==> src/rtl/interface_hcsr04_trena_if.sv <==
// Bundle of HC-SR04 front-end signals between the control side and the sensor stage.
// Pure wiring, no latency.
// No backpressure: medir is a request pulse and pronto is a one-cycle result strobe.
interface interface_hcsr04_trena_if;
  logic        medir;
  logic        echo;
  logic        trigger;
  logic [11:0] medida;
  logic        pronto;
  logic        timeout;
  logic [2:0]  db_estado;

  // Control unit / sensor side: issues requests and echo, consumes results.
  modport master (
    output medir, echo,
    input  trigger, medida, pronto, timeout, db_estado
  );

  // Measurement stage side.
  modport slave (
    input  medir, echo,
    output trigger, medida, pronto, timeout, db_estado
  );
endinterface

==> src/rtl/interface_hcsr04_trena.sv <==
// HC-SR04 driver: trigger pulse, echo width measurement, 3-digit BCD centimetres with timeout/saturation.
// Latency medir->pronto = 1 + TRIGGER_CYCLES + wait + echo width + 2 (sync) + 2 cycles.
// No backpressure: medir is ignored outside inicial; pronto is a single-cycle strobe.
module interface_hcsr04_trena #(
  parameter int TRIGGER_CYCLES = 500,
  parameter int CYCLES_PER_CM  = 2941,
  parameter int TIMEOUT_CYCLES = 1500000
) (
  input logic                    clock,
  input logic                    reset,
  interface_hcsr04_trena_if.slave bus
);

  localparam int PW = (TRIGGER_CYCLES > 1) ? $clog2(TRIGGER_CYCLES) : 1;
  localparam int SW = (CYCLES_PER_CM > 1) ? $clog2(CYCLES_PER_CM) : 1;
  localparam int TW = (TIMEOUT_CYCLES > 1) ? $clog2(TIMEOUT_CYCLES) : 1;

  localparam logic [PW-1:0] PULSE_LAST = PW'(TRIGGER_CYCLES - 1);
  localparam logic [SW-1:0] SUB_LAST   = SW'(CYCLES_PER_CM - 1);
  localparam logic [TW-1:0] TMO_LAST   = TW'(TIMEOUT_CYCLES - 1);

  typedef enum logic [2:0] {
    INICIAL      = 3'b000,
    GERA_PULSO   = 3'b001,
    ESPERA_ECHO  = 3'b010,
    MEDE_ECHO    = 3'b011,
    ARMAZENA     = 3'b100,
    FINAL_MEDIDA = 3'b101,
    ESTOURO      = 3'b110,
    INVALIDO     = 3'b111
  } state_t;

  state_t        state_q, state_d;
  logic [PW-1:0] pulse_cnt_q, pulse_cnt_d;
  logic [SW-1:0] sub_cnt_q, sub_cnt_d;
  logic [TW-1:0] tmo_cnt_q, tmo_cnt_d;
  logic [11:0]   bcd_q, bcd_d;
  logic [11:0]   medida_q, medida_d;
  logic          timeout_q, timeout_d;
  logic          trigger_q, trigger_d;
  logic          pronto_q, pronto_d;
  logic          echo_meta_q, echo_meta_d;
  logic          echo_s_q, echo_s_d;

  // Decimal increment with carry units->tens->hundreds; sticks at 999.
  function automatic logic [11:0] bcd_inc(input logic [11:0] v);
    logic [11:0] r;
    r = v;
    if (v == 12'h999) begin
      r = v;
    end else if (v[3:0] != 4'd9) begin
      r[3:0] = v[3:0] + 4'd1;
    end else begin
      r[3:0] = 4'd0;
      if (v[7:4] != 4'd9) begin
        r[7:4] = v[7:4] + 4'd1;
      end else begin
        r[7:4]  = 4'd0;
        r[11:8] = v[11:8] + 4'd1;
      end
    end
    return r;
  endfunction

  // Next-state, counters and registered outputs.
  always_comb begin
    state_d     = state_q;
    pulse_cnt_d = pulse_cnt_q;
    sub_cnt_d   = sub_cnt_q;
    tmo_cnt_d   = tmo_cnt_q;
    bcd_d       = bcd_q;
    medida_d    = medida_q;
    timeout_d   = timeout_q;
    echo_meta_d = bus.echo;
    echo_s_d    = echo_meta_q;

    case (state_q)
      INICIAL: begin
        pulse_cnt_d = '0;
        sub_cnt_d   = '0;
        bcd_d       = '0;
        if (bus.medir) state_d = GERA_PULSO;
      end
      GERA_PULSO: begin
        if (pulse_cnt_q == PULSE_LAST) begin
          state_d   = ESPERA_ECHO;
          tmo_cnt_d = '0;
        end else begin
          pulse_cnt_d = pulse_cnt_q + PW'(1);
        end
      end
      ESPERA_ECHO: begin
        tmo_cnt_d = tmo_cnt_q + TW'(1);
        if (tmo_cnt_q == TMO_LAST) state_d = ESTOURO;
        else if (echo_s_q)         state_d = MEDE_ECHO;
      end
      MEDE_ECHO: begin
        // The cycle that first sees echo_s high (in espera) is not counted,
        // but the cycle that sees it fall is, so the total equals the high width.
        tmo_cnt_d = tmo_cnt_q + TW'(1);
        if (sub_cnt_q == SUB_LAST) begin
          sub_cnt_d = '0;
          bcd_d     = bcd_inc(bcd_q);
        end else begin
          sub_cnt_d = sub_cnt_q + SW'(1);
        end
        if (tmo_cnt_q == TMO_LAST) state_d = ESTOURO;
        else if (!echo_s_q)        state_d = ARMAZENA;
      end
      ARMAZENA: begin
        medida_d  = bcd_q;
        timeout_d = 1'b0;
        state_d   = FINAL_MEDIDA;
      end
      FINAL_MEDIDA: begin
        state_d = INICIAL;
      end
      ESTOURO: begin
        medida_d  = 12'h999;
        timeout_d = 1'b1;
        state_d   = FINAL_MEDIDA;
      end
      default: begin
        state_d = INICIAL;
      end
    endcase

    trigger_d = (state_d == GERA_PULSO);
    pronto_d  = (state_d == FINAL_MEDIDA);
  end

  // State, counters, echo synchroniser and output registers.
  always_ff @(posedge clock) begin
    if (reset) begin
      state_q     <= INICIAL;
      pulse_cnt_q <= '0;
      sub_cnt_q   <= '0;
      tmo_cnt_q   <= '0;
      bcd_q       <= '0;
      medida_q    <= '0;
      timeout_q   <= 1'b0;
      trigger_q   <= 1'b0;
      pronto_q    <= 1'b0;
      echo_meta_q <= 1'b0;
      echo_s_q    <= 1'b0;
    end else begin
      state_q     <= state_d;
      pulse_cnt_q <= pulse_cnt_d;
      sub_cnt_q   <= sub_cnt_d;
      tmo_cnt_q   <= tmo_cnt_d;
      bcd_q       <= bcd_d;
      medida_q    <= medida_d;
      timeout_q   <= timeout_d;
      trigger_q   <= trigger_d;
      pronto_q    <= pronto_d;
      echo_meta_q <= echo_meta_d;
      echo_s_q    <= echo_s_d;
    end
  end

  assign bus.trigger   = trigger_q;
  assign bus.medida    = medida_q;
  assign bus.pronto    = pronto_q;
  assign bus.timeout   = timeout_q;
  assign bus.db_estado = state_q;

endmodule

==> src/flat_wrapper.sv <==
// flat-port wrapper written by rule: the top's interface ports become plain ports
module interface_hcsr04_trena_flat 
#(
  parameter int TRIGGER_CYCLES = 500,
  parameter int CYCLES_PER_CM  = 2941,
  parameter int TIMEOUT_CYCLES = 1500000
)
  (clock, reset, bus_medir, bus_echo, bus_trigger, bus_medida, bus_pronto, bus_timeout, bus_db_estado);
  interface_hcsr04_trena_if bus_i ();
  input logic clock;
  input logic reset;
  input wire logic [$bits(bus_i.medir)-1:0] bus_medir;
  input wire logic [$bits(bus_i.echo)-1:0] bus_echo;
  output wire logic [$bits(bus_i.trigger)-1:0] bus_trigger;
  output wire logic [$bits(bus_i.medida)-1:0] bus_medida;
  output wire logic [$bits(bus_i.pronto)-1:0] bus_pronto;
  output wire logic [$bits(bus_i.timeout)-1:0] bus_timeout;
  output wire logic [$bits(bus_i.db_estado)-1:0] bus_db_estado;
  assign bus_i.medir = bus_medir;
  assign bus_i.echo = bus_echo;
  assign bus_trigger = bus_i.trigger;
  assign bus_medida = bus_i.medida;
  assign bus_pronto = bus_i.pronto;
  assign bus_timeout = bus_i.timeout;
  assign bus_db_estado = bus_i.db_estado;
  interface_hcsr04_trena #(.TRIGGER_CYCLES(TRIGGER_CYCLES), .CYCLES_PER_CM(CYCLES_PER_CM), .TIMEOUT_CYCLES(TIMEOUT_CYCLES)) u_core (.clock(clock), .reset(reset), .bus(bus_i));
endmodule
==> config.mk <==
export PLATFORM = sky130hd
export DESIGN_NAME = interface_hcsr04_trena_flat
export DESIGN_NICKNAME = d
export VERILOG_FILES = /design/src/rtl/interface_hcsr04_trena_if.sv /design/src/rtl/interface_hcsr04_trena.sv /design/src/flat_wrapper.sv
export SDC_FILE = /design/constraint.sdc
export NUM_CORES = 1
export LEC_CHECK = 0
export ABC_CLOCK_PERIOD_IN_PS = 1900
export CAP_MARGIN = 15
export CORE_MARGIN = 2
export CORE_UTILIZATION = 34
export CTS_CLUSTER_SIZE = 24
export DETAILED_ROUTE_END_ITERATION = 8
export DONT_BUFFER_PORTS = 1
export SLEW_MARGIN = 30
export SYNTH_ARGS = -nofsm -noshare
export SYNTH_HDL_FRONTEND = slang
export SYNTH_SLANG_ARGS = --single-unit
==> constraint.sdc <==
create_clock -name clock -period 1.9 [get_ports clock]
set_input_delay 0.19 -clock clock [delete_from_list [all_inputs] [get_ports clock]]
set_output_delay 0.19 -clock clock [all_outputs]
set_load 0.01 [all_outputs]
==> results of run 1 <==
-- layer usage --
metal | vias to the layer above | GRT usage
met5 | - | 0
met4 | 0 | 0.0492
met3 | 10 | 0.0505
met2 | 61 | 0.263
met1 | 1504 | 0.200
li1 | 1645 | -
-- sequential cells by signal (all words and copies together), names as in the netlist --
signal and flops:
u_core.tmo_cnt_q 21, u_core.pulse_cnt_q 9, u_core.bus.trigger 1, u_core.bus.pronto 1, u_core.bcd_q 12, u_core.sub_cnt_q 12, u_core.echo_meta_q 1, u_core.bus.timeout 1
u_core.echo_s_q 1, u_core.bus.medida 12, u_core.bus.db_estado 3
-- synthesized netlist by cell type, types with 2 or more instances --
cell type / count
and2_1: 3
xnor2_1: 14
nand4_1: 15
a21o_1: 2
nand3b_1: 7
a311oi_1: 9
o31a_1: 3
mux2i_1: 4
and3_1: 7
or3_1: 5
nand3_1: 14
nand2b_1: 6
o21ai_0: 18
nand2_1: 30
nor3_1: 19
o211a_1: 2
a211oi_1: 3
ha_1: 10
a22oi_1: 2
nor2_1: 63
nor4_2: 2
inv_1: 10
a31oi_1: 3
and4_1: 3
nor4_1: 6
clkbuf_1: 15
dfxtp_1: 74
xor2_1: 9
nand4bb_1: 2
buf_1: 2
nor2b_1: 6
and3b_1: 2
a21oi_1: 25
or4_1: 2
-- report_power, final --
part / internal, mW / total (mW) / switching [mW]
clock network: 0.615 / 1.27 / 0.650
logic: 0.0707 / 0.154 / 0.0836
registers: 1.56 / 1.57 / 0.00673
-- kinds of logic (layout without fill, tap and decap cells) --
logic type      after synthesis  after routing  synth area share
compound gates               80             80             0.157
xor+xnor                     23             23            0.0561
fa+ha+maj                    10             10            0.0349
buf+inv                      29            100            0.0328
flops                        74             74             0.413
mux                           5              5            0.0143
simple gates                199            199             0.292
-- per-stage QoR --
stage                     setup slack (ps)  area (um2)  utilization  total power [mW]
after CTS                             7.35        4450        0.433              3.00
after floorplan                      -40.9        3590            -              1.68
final                                 34.6        4640        0.452              2.99
after detailed placement              5.22        4210        0.409              1.73
after global placement                49.2        4210        0.409              1.72
after global routing                 -39.9        4640        0.452              3.10
-- final cells by class --
type                       count  area [um2]  share of cell area
multi-input combinational    317        2140               0.461
sequential                    74        1490               0.321
timing repair buffer          74         602               0.130
tap                          136         170              0.0366
clock buffer                   9         124              0.0267
clock inverter                 7        77.6              0.0167
inverter                      10        41.3             0.00889
-- repair_timing --
item,CTS,global route
setup endpoints to repair,2,21
setup buffers,0,1
pin swaps,1,9
hold endpoints to repair,42,38
hold buffers,4,1
resized for setup,1,37
-- cell usage in the layout, fill, tap and decap left out, types with 3 or more instances in the layout --
cell	instances
clkbuf_8	9
nand4_1	15
o21ai_0	18
nor2_1	63
a21oi_2	3
buf_6	3
inv_1	7
xnor2_1	13
buf_4	65
nor3_2	3
nand3b_1	7
a21oi_1	22
dfxtp_2	7
nand2_1	28
and4_1	3
and2_1	3
nand3_1	14
a311oi_1	9
dfxtp_1	67
or3_1	4
ha_1	8
and3_1	7
mux2i_1	4
xor2_1	9
nor2b_1	6
nor4_1	3
nand2b_1	6
clkinvlp_4	5
a31oi_1	3
dlygate4sd3_1	4
nor4_4	4
nor3_1	16
-- worst paths after layout --
check / start / to / cells past startpoint
max: u_core.bcd_q[5] / u_core.bcd_q[11] / 7
min: reset / u_core.bcd_q[6] / 2
max reg2reg: u_core.bcd_q[5] / u_core.bcd_q[11] / 7
min reg2reg: u_core.sub_cnt_q[11] / u_core.sub_cnt_q[11] / 1
==> impl_results.md, run 1 <==
- Outcome: finished, final reports clean
- Tot GR Track Use: 0.160
- IO Count: 22
- Worst slew pin tran: 376 ps
- First-pass GRT wire length: 14,800 um
- Die width: 107 um
- Root buf cell: clkbuf_8
- Cells after DPL: 605
- Final nets: 500
- Critical path cell sequence: inv_1, ha_1, nand3b_1, and2_1, a2111oi_4, nand4_1, mux2_1
- Tcrit/Tclk final: 0.982
- Total detailed-routing wirelength: 8840 um
- Clock skew: 14.2 ps
- Critical path's slowest cell: dfxtp_2
- CP required: 2160 ps
- Max Root-Sink Buffers: 2
- Vias/cell: between 5 and 6
- CP max FO: 4
- Full die area: 0.0114 mm2
- TritonCTS clock tree: yes
- H-tree depth: 3
- Max Clock Freq: 536 MHz
- Area of the mapped netlist: 0.00359 mm2
- Synthesis-to-layout area growth: 29.4%
- Num CTS Buffers: 9
- DRT Pass-1 Iters: 4
- Synth Area per Inst: 8.54 um2
- CP top delay family: simple AND/OR/NAND/NOR gates
- Synth Register Bits: 74
- Share of layout cells above drive strength 1: 0.263
- Clock Latency Late Sink: 370 ps
- Min Hold Slack: 24.7 ps
- WP buf/inv: 1
- Final hold violation count: 0
- Pleak: ~1.8 nW
- Synth area leaders: dfxtp_1 41%, nor2_1 6.6%, a21oi_1 3.5%
- Ys flop type: dfxtp_1
- Initial Util: 0.349
- Worst vdd ir: 0.000522 V
- IO buf count: 0
- Crit Path Class: reg -> reg
- Distinct cells, synth: 57
- Initial drt markers: 191
- Routed vias: roughly 3,200
- Total grt overflow: 0
- Core box area: 0.0103 mm2
- Number of remaining DRC errors: 0
- Gpl congestion: 0.864
- Largest net degree at the start of global routing: 48
- Slew HR: 0.747
- Register area share after synthesis: 0.413
- Wl on met1: 4060 um
- Min Tclk post-route: 1870 ps
- WL met3: 448 um
- Top cell type's share of synthesized area: 0.413
- Final TNS setup: 0 ps
- Crit. End Element: flop
- Pwr per Cell Area: 643 mW/mm2
- Clock net sink count: 74
- FP Rows: 37
- Clock transition at path regs: 90 ps
- Post-synth EDFFs: 0
- Setup violators final: 0
- Syn_nets: 434
- Final non-filler cell total: 627
- Area leader, netlist: dfxtp_1
- Max-cap viol count: 0
- Critical path arrival: 2120 ps
- Cells after Synth: 420
- Final Max Slew Viols: 0
- HP Class: in -> reg
- Initial antenna violation count: 0
- ANT cells: 0
- CP peak stage delay: 320 ps
- Startpoint Class: flop
- Fill cell count: 1,011
- Hpwl dp: between 6000 and 7000 um
- Unrepaired setup endpoints after global routing: true
- WL met2: 4230 um
- Drt wl/cell: 14.1 um
- Vias in the first global route: 3,188
- Synth warnings: 0
- Post-DRT Antenna Nets: 0
- Reg-to-reg setup timing slack: approximately 35 ps
- Highest metal used: met4
- Ys async rst share: 0
- Die Y-Extent: 107 um
No activity file was read; power rests on OpenSTA's default activity.
==> inputs of run 2 (changes only) <==
CORE_MARGIN = 10   (was 2)
==> impl_results.md, run 2 (synthesis gave the netlist of run 1 again) <==
- ANT cells: 0
- Min Tclk post-route: around 1800 ps
- Critical path arrival: around 2100 ps
- Share of layout cells above drive strength 1: 0.251
- Worst slew pin tran: approximately 450 ps
- Post-DRT Antenna Nets: 0
- Gpl congestion: 0.826
- Reg-to-reg setup timing slack: approximately 70 ps
- First-pass GRT wire length: 14,800 um
- IO Count: 22
- CP max FO: 6
- WL met2: 4240 um
- Total detailed-routing wirelength: 8880 um
- Startpoint Class: flop
- Max Root-Sink Buffers: 2
- Reg power frac: 0.545
- Worst slack at placement: -10.1 ps
- Pwr per Cell Area: 630 mW/mm2
- Crit. End Element: flop
- Max Clock Freq: 547 MHz
- FP Rows: 37
- Num CTS Buffers: 9
- Final Util: 0.442
- Reg2Reg Depth: 5
- Clock transition at path regs: around 90 ps
- Final hold violation count: 0
- Final Max Slew Viols: 0
- Largest reg by FF count: u_core.tmo_cnt_q
- Die width: 123 um
- Full die area: 0.0151 mm2
- Number of remaining DRC errors: 0
- DRT Pass-1 Iters: 4
- Hold Crit Depth: 2
- Internal power: 2.15 mW
- TritonCTS clock tree: yes
- HP Class: in -> reg
- IO buf count: 0
- Min Hold Slack: roughly 54 ps
- Drt wl/cell: 14.2 um
- Synthesis-to-layout area growth: 27.2%
- Fill cell count: 993
- Max-cap viol count: 0
- Most frequent cells in the layout: 69 x buf_4, 69 x dfxtp_1, 63 x nor2_1
- Highest metal used: met4
- Worst hold start: reset
- Clock Latency Late Sink: 350 ps
- Hold Path End: u_core.bcd_q[6]
- Outcome: finished, final reports clean
- Final TNS setup: 0 ps
- Max FFs per register: 21
- WL met3: 506 um
- Initial antenna violation count: 0
- Tot GR Track Use: 0.119
- Hpwl dp: 6140 um
- Switching share of power: 0.250
- Comb pwr share: 0.054
- Root buf cell: clkbuf_8
- Clock skew: 11.9 ps
- H-tree depth: 3
- Crit Path Class: reg -> reg
- Total grt overflow: 0
- Initial Util: 0.348
- Clock net sink count: 74
- Die Y-Extent: 123 um
- Final nets: 499
- Tcrit/Tclk final: 0.962
- Unrepaired setup endpoints after global routing: true
- Worst setup margin: 72.0 ps
- Initial drt markers: 193
- Vias/cell: 5.17
- CP required: 2150 ps
- Pleak: approximately 1.7 nW
- Clock share of power: 0.401
- Reg-to-reg endpoint: u_core.tmo_cnt_q[17]
- Vias in the first global route: roughly 3,100
- Wl on met1: 4070 um
- Setup violators final: 0
- P_sw: 0.720 mW
- Largest net degree at the start of global routing: 43
- Routed vias: between 3,000 and 4,000
- Core box area: a little over 0.01 mm2
- Worst vdd ir: 0.000370 V
- Slew HR: 0.694
- R2R Path Start: u_core.bus.db_estado[1]
-- run 2: per-layer routing --
layer | vias to the layer above | global-route usage
met5 | - | 0
met4 | 0 | 0.0287
met3 | 4 | 0.0413
met2 | 54 | 0.195
met1 | 1537 | 0.147
li1 | 1642 | -
-- run 2: per-stage QoR --
step	cells	power [mW]	cell area, um2
after floorplan	420	1.68	3590
after global placement	604	1.72	4200
after global routing	626	2.99	4560
after CTS	622	2.91	4430
after detailed placement	604	1.73	4200
final	626	2.87	4560
-- run 2: repair_timing --
| item | 4_1_cts | 5_1_grt |
|---|---|---|
| pin swaps | 0 | 7 |
| hold buffers | 2 | 0 |
| cloned | 0 | 1 |
| gates resized for setup | 3 | 23 |
| setup endpoints to repair | 2 | 15 |
| endpoints found under the hold margin | 42 | 0 |
| setup buffers | 0 | 3 |
-- run 2: how the worst max path moves through the flow --
stage                       startpoint  depth (start not counted)                    to
2_1_floorplan          u_core.bcd_q[0]                          6      u_core.bcd_q[11]
5_1_grt          u_core.pulse_cnt_q[5]                          7   u_core.tmo_cnt_q[4]
3_5_place_dp   u_core.bus.db_estado[1]                          5  u_core.tmo_cnt_q[16]
6_report       u_core.bus.db_estado[1]                          5  u_core.tmo_cnt_q[17]
3_3_place_gp   u_core.bus.db_estado[1]                          5  u_core.tmo_cnt_q[17]
4_1_cts        u_core.bus.db_estado[1]                          5  u_core.tmo_cnt_q[20]
-- run 2: layout make-up --
cell class                 instances  area (um2)  area share
inverter                          10        37.5     0.00823
sequential                        74        1490       0.326
tap                              136         170      0.0373
multi-input combinational        318        2110       0.463
clock inverter                     6        50.0      0.0110
timing repair buffer              72         568       0.124
clock buffer                      10         138      0.0302
-- run 2: critical path, stage by stage, from the launching register on --
cell and delay (ps):
dfxtp_2 350, or3b_4 430, o31a_4 410, nor4_2 330
xnor2_1 160, nor2_1 50
-- run 2: power groups by stage --
stage,Clock (mW),Combinational [mW],Sequential [mW]
global route,1.26,0.169,1.57
global placement,0,0.123,1.60
CTS,1.20,0.146,1.57
floorplan,0,0.0796,1.61
detailed placement,0,0.125,1.60
finish,1.15,0.155,1.57
